--- src/rtl/d_debounce_pkg.sv ---
// Shared types, limits and parameter-legality helper for the D-input debouncer.
package d_debounce_pkg;

  typedef enum logic [1:0] {STABLE_LO, CHECK_HI, STABLE_HI, CHECK_LO} deb_state_t;

  localparam int MIN_SYNC_STAGES   = 2;
  localparam int MIN_STABLE_CYCLES = 1;

  // Evaluated at elaboration by the modules that import this package.
  function automatic bit deb_params_ok(input int sync_stages, input int stable_cycles,
                                       input int reset_level);
    return (sync_stages >= MIN_SYNC_STAGES) &&
           (stable_cycles >= MIN_STABLE_CYCLES) &&
           ((reset_level == 0) || (reset_level == 1));
  endfunction

endpackage

--- src/rtl/d_input_debouncer_sync_chain.sv ---
// Plain N-flop synchroniser for a single asynchronous level; always shifting.
module sync_chain #(
  parameter int   STAGES      = 2,
  parameter logic RESET_LEVEL = 1'b0
) (
  input  logic clk,
  input  logic reset,
  input  logic d,
  output logic q
);

  logic [STAGES-1:0] stage_q;

  always_ff @(posedge clk or posedge reset) begin
    if (reset) begin
      stage_q <= {STAGES{RESET_LEVEL}};
    end else begin
      stage_q <= {stage_q[STAGES-2:0], d};
    end
  end

  assign q = stage_q[STAGES-1];

endmodule

--- src/rtl/d_input_debouncer.sv ---
// Synchronises a raw level and accepts a new value only after it has held
// for STABLE_CYCLES enabled edges; emits one-cycle rise/fall pulses.
module d_input_debouncer
  import d_debounce_pkg::*;
#(
  parameter int SYNC_STAGES   = 2,
  parameter int STABLE_CYCLES = 8,
  parameter int RESET_LEVEL   = 0
) (
  input  logic clk,
  input  logic reset,
  input  logic din_async,
  input  logic enable,
  output logic d_out,
  output logic rise_pulse,
  output logic fall_pulse,
  output logic busy
);

  localparam int               CNT_W     = $clog2(STABLE_CYCLES + 1);
  localparam logic [CNT_W-1:0] CNT_LAST  = CNT_W'(STABLE_CYCLES - 1);
  localparam logic             RST_LVL   = (RESET_LEVEL != 0);
  localparam deb_state_t       RST_STATE = RST_LVL ? STABLE_HI : STABLE_LO;

  if (!deb_params_ok(SYNC_STAGES, STABLE_CYCLES, RESET_LEVEL)) begin : g_param_check
    $error("d_input_debouncer: illegal SYNC_STAGES/STABLE_CYCLES/RESET_LEVEL");
  end

  logic             s;
  deb_state_t       state_q, state_d;
  logic [CNT_W-1:0] cnt_q, cnt_d;
  logic             dout_q, dout_d;
  logic             rise_q, rise_d;
  logic             fall_q, fall_d;
  logic             busy_q, busy_d;

  sync_chain #(
    .STAGES      (SYNC_STAGES),
    .RESET_LEVEL (RST_LVL)
  ) u_sync (
    .clk   (clk),
    .reset (reset),
    .d     (din_async),
    .q     (s)
  );

  always_ff @(posedge clk or posedge reset) begin
    if (reset) begin
      state_q <= RST_STATE;
      cnt_q   <= '0;
      dout_q  <= RST_LVL;
      rise_q  <= 1'b0;
      fall_q  <= 1'b0;
      busy_q  <= 1'b0;
    end else begin
      state_q <= state_d;
      cnt_q   <= cnt_d;
      dout_q  <= dout_d;
      rise_q  <= rise_d;
      fall_q  <= fall_d;
      busy_q  <= busy_d;
    end
  end

  // The edge that leaves a STABLE state is the first qualifying sample.
  always_comb begin
    state_d = state_q;
    cnt_d   = cnt_q;
    dout_d  = dout_q;
    rise_d  = 1'b0;
    fall_d  = 1'b0;
    if (enable) begin
      case (state_q)
        STABLE_LO: begin
          if (s) begin
            if (STABLE_CYCLES == 1) begin
              state_d = STABLE_HI;
              dout_d  = 1'b1;
              rise_d  = 1'b1;
            end else begin
              state_d = CHECK_HI;
              cnt_d   = CNT_W'(1);
            end
          end
        end
        CHECK_HI: begin
          if (!s) begin
            state_d = STABLE_LO;
            cnt_d   = '0;
          end else if (cnt_q == CNT_LAST) begin
            state_d = STABLE_HI;
            cnt_d   = '0;
            dout_d  = 1'b1;
            rise_d  = 1'b1;
          end else begin
            cnt_d = cnt_q + CNT_W'(1);
          end
        end
        STABLE_HI: begin
          if (!s) begin
            if (STABLE_CYCLES == 1) begin
              state_d = STABLE_LO;
              dout_d  = 1'b0;
              fall_d  = 1'b1;
            end else begin
              state_d = CHECK_LO;
              cnt_d   = CNT_W'(1);
            end
          end
        end
        CHECK_LO: begin
          if (s) begin
            state_d = STABLE_HI;
            cnt_d   = '0;
          end else if (cnt_q == CNT_LAST) begin
            state_d = STABLE_LO;
            cnt_d   = '0;
            dout_d  = 1'b0;
            fall_d  = 1'b1;
          end else begin
            cnt_d = cnt_q + CNT_W'(1);
          end
        end
        default: begin
          state_d = RST_STATE;
          cnt_d   = '0;
        end
      endcase
    end
    busy_d = (state_d == CHECK_HI) || (state_d == CHECK_LO);
  end

  assign d_out      = dout_q;
  assign rise_pulse = rise_q;
  assign fall_pulse = fall_q;
  assign busy       = busy_q;

endmodule

--- config.mk ---
export PLATFORM = sky130hd
export DESIGN_NAME = d_input_debouncer
export DESIGN_NICKNAME = d
export VERILOG_FILES = /design/src/rtl/d_debounce_pkg.sv /design/src/rtl/d_input_debouncer_sync_chain.sv /design/src/rtl/d_input_debouncer.sv
export SDC_FILE = /design/constraint.sdc
export NUM_CORES = 1
export LEC_CHECK = 0
export BUFFER_PORTS_ARGS = -buffer_cell sky130_fd_sc_hd__buf_4
export CAP_MARGIN = 0
export CORE_AREA = 5 5 42 44
export CTS_BUF_LIST = sky130_fd_sc_hd__clkbuf_4
export DETAILED_ROUTE_END_ITERATION = 8
export DIE_AREA = 0 0 47 49
export GPL_ROUTABILITY_DRIVEN = 0
export RECOVER_POWER = 25
export SKIP_CTS_REPAIR_TIMING = 1
export SYNTH_ARGS = -nofsm -noshare
export SYNTH_HDL_FRONTEND = slang
export SYNTH_SLANG_ARGS = --single-unit
export TNS_END_PERCENT = 10
--- constraint.sdc ---
create_clock -name clk -period 4 [get_ports clk]
set_input_delay 0.2 -clock clk [delete_from_list [all_inputs] [get_ports clk]]
set_output_delay 0.2 -clock clk [all_outputs]
set_load 0.005 [all_outputs]
==> results_dict.tcl <==
set metrics [dict create \
    synth_fa_ha_area_share_pct 2.56 \
    post-route-period-util_pct 35.2 \
    antennaDiodeCount 0 \
    postSynthCellCount 43 \
    antenna_found_initial 0 \
    min_to "u_sync.stage_q[0]$_DFF_PP0_" \
    cpMaxStageDelayCell "or3_4" \
    reg2reg_slack_ps 2590 \
    min_path_cells 1 \
    cts_num_sinks 11 \
    grt_pass1_vias 317 \
    numCtsBuffers 3 \
    io_pins 8 \
    globalRouteOverflowTotal 0 \
    synthDistinctLibCells 19 \
    synth.avg_cell_area_um2 11.4 \
    rr_startpoint "cnt_q[0]$_DFFE_PP0P_" \
    crit_required_ps 4190 \
    track_usage_pct 9.05 \
    path_clk_slew_ps 70 \
    relSlewSlack_pct 72.6 \
    synth_top_family_by_area "simple AND/OR/NAND/NOR gates" \
    die_w_um 47 \
    synth-simple-area-share_pct 16.1 \
    area_growth_pct 23.0 \
    die-area_um2 2300 \
    cp_num_buf_inv 0 \
    cts_root_buf "clkbuf_4" \
    dp.cells 66 \
    clk_latency_ps 270 \
    drt-total-wl_um 773 \
    worst-setup-path-type "register to register" \
    die_h_um 49 \
    coreArea_um2 1400 \
    status "completed" \
    nets 61 \
    antenna_left 0 \
    worst_setup_path_end_kind "register" \
    arrival_ps 1600 \
    drv_cap 0 \
    power_density_nw_per_um2 409 \
    reg2reg_to "d_out$_DFFE_PP0P_" \
    first_pass_iters 3 \
    hold_start "din_async" \
    p_leak_nw 0.326 \
    synth_mux_area_share_pct 4.35 \
    path_max_fanout 6 \
    ys_warn_count 0 \
    dp_hpwl_um 596 \
    synth-seq-cells 11 \
    layout_setup_ws_ps 2590 \
    place_ws_ps 2600 \
    cts_buffer_depth 2 \
    report.power.total_mw 0.246 \
    fin_cells 71 \
    drt-initial-drc-count 19 \
    r2r.worst_path.cells 4 \
    vias 361 \
    grt_max_degree 12 \
    path_cells "ha_1 > nand3b_4 > or3_4 > a22oi_1" \
    min_path_type "input pin to register" \
    start_kind "register" \
    tns_ps 0 \
    synth_seq_area_share_pct 56.3 \
    rows 14 \
    h-tree-depth 1 \
    finalCriticalPeriod_ps 1410 \
    wl_per_cell_um 10.9 \
    synthXorXnorAreaFrac_pct 1.79 \
    slew_viol_final 0 \
    cts_tree "done" \
    start_util_pct 34.9 \
    ir_drop_uv 216 \
    vias_per_cell 5.08 \
    finClkSkew_ps 2.61 \
    max_freq_mhz 709 \
    grt_pass1_wl_mm 1.36 \
    grt_setup_unrepaired "no" \
    syn_nets 48 \
    hold_viol 0 \
    worst_slew_pin_slew_ps 410 \
    synth_compound_area_share_pct 15.1 \
    crit_family "simple AND/OR/NAND/NOR gates" \
    drc_errors 0 \
    syn_area_um2 489 \
    drive_above_1_share_pct 25.5 \
    critPathMaxStageDelay_ps 390 \
    portBuffers 7 \
    finalSetupViolCount 0 \
]
metrics by stage:
stage	utilization [%]	cell area, µm²	hold WS, ps
finish	42.9	602	57.2
global route	42.9	602	45.3
CTS	42.2	592	-71.2
detailed placement	40.1	562	226
global placement	40.1	562	220
floorplan	-	489	52.4
logic make-up after synthesis:
logic type,after synthesis
simple gates,12
compound gates,11
flops,11
buf+inv,5
mux,2
xor+xnor,1
fa+ha+maj,1
cell usage after synthesis:
cell type	instances	area [µm²]
a21oi_1	2	10.0
a22oi_1	1	7.51
dfrtp_1	11	275
ha_1	1	12.5
inv_1	5	18.8
mux2_2	1	11.3
mux2i_1	1	10.0
nand2_1	5	18.8
nand3_1	1	5.00
nand3b_4	1	20.0
nor2_1	2	7.51
nor3b_1	1	7.51
nor4b_1	1	8.76
o211ai_1	1	7.51
o21ai_0	3	15.0
o2bb2ai_1	3	26.3
o31ai_1	1	7.51
or3_4	1	11.3
xor2_1	1	8.76
metal layers:
layer	up-vias	wire length [µm]	track usage, %
met5	-	0	0
met4	0	34	9.68
met3	4	49	4.43
met2	7	357	11.5
met1	172	331	9.82
li1	178	-	-
power by group:
group / internal (mW) / switching, mW
registers: 0.120 / 0.00990
clock network: 0.0454 / 0.0360
logic: 0.0166 / 0.0180
total: 0.182 / 0.0639
final cells by class:
cell class | instances | area (µm²)
clock buffer | 4 | 30.0
inverter | 5 | 18.8
fill | 147 | 800
tap | 16 | 20.0
multi-input combinational | 27 | 195
sequential | 11 | 275
timing repair buffer | 8 | 62.6
how the worst max path moves through the flow:
stage | startpoint | endpoint | slack, ps | cells after the start
final | cnt_q[0]$_DFFE_PP0P_ | d_out$_DFFE_PP0P_ | 2590 | 4
after global routing | cnt_q[0]$_DFFE_PP0P_ | d_out$_DFFE_PP0P_ | 2500 | 4
after CTS | cnt_q[0]$_DFFE_PP0P_ | d_out$_DFFE_PP0P_ | 2590 | 4
after detailed placement | cnt_q[0]$_DFFE_PP0P_ | d_out$_DFFE_PP0P_ | 2600 | 4
after global placement | cnt_q[0]$_DFFE_PP0P_ | d_out$_DFFE_PP0P_ | 2620 | 4
after floorplan | cnt_q[0]$_DFFE_PP0P_ | d_out$_DFFE_PP0P_ | 2660 | 4
placed cells by master (no fill, tap or decap), types with 2 or more instances in the layout:
master     instances
buf_4              5
nand2_1            5
inv_1              5
nor2_1             2
clkbuf_4           6
dfrtp_1           11
a21oi_1            2
o21ai_0            3
o2bb2ai_1          3
Note: power is estimated with default switching activity, not from simulation.
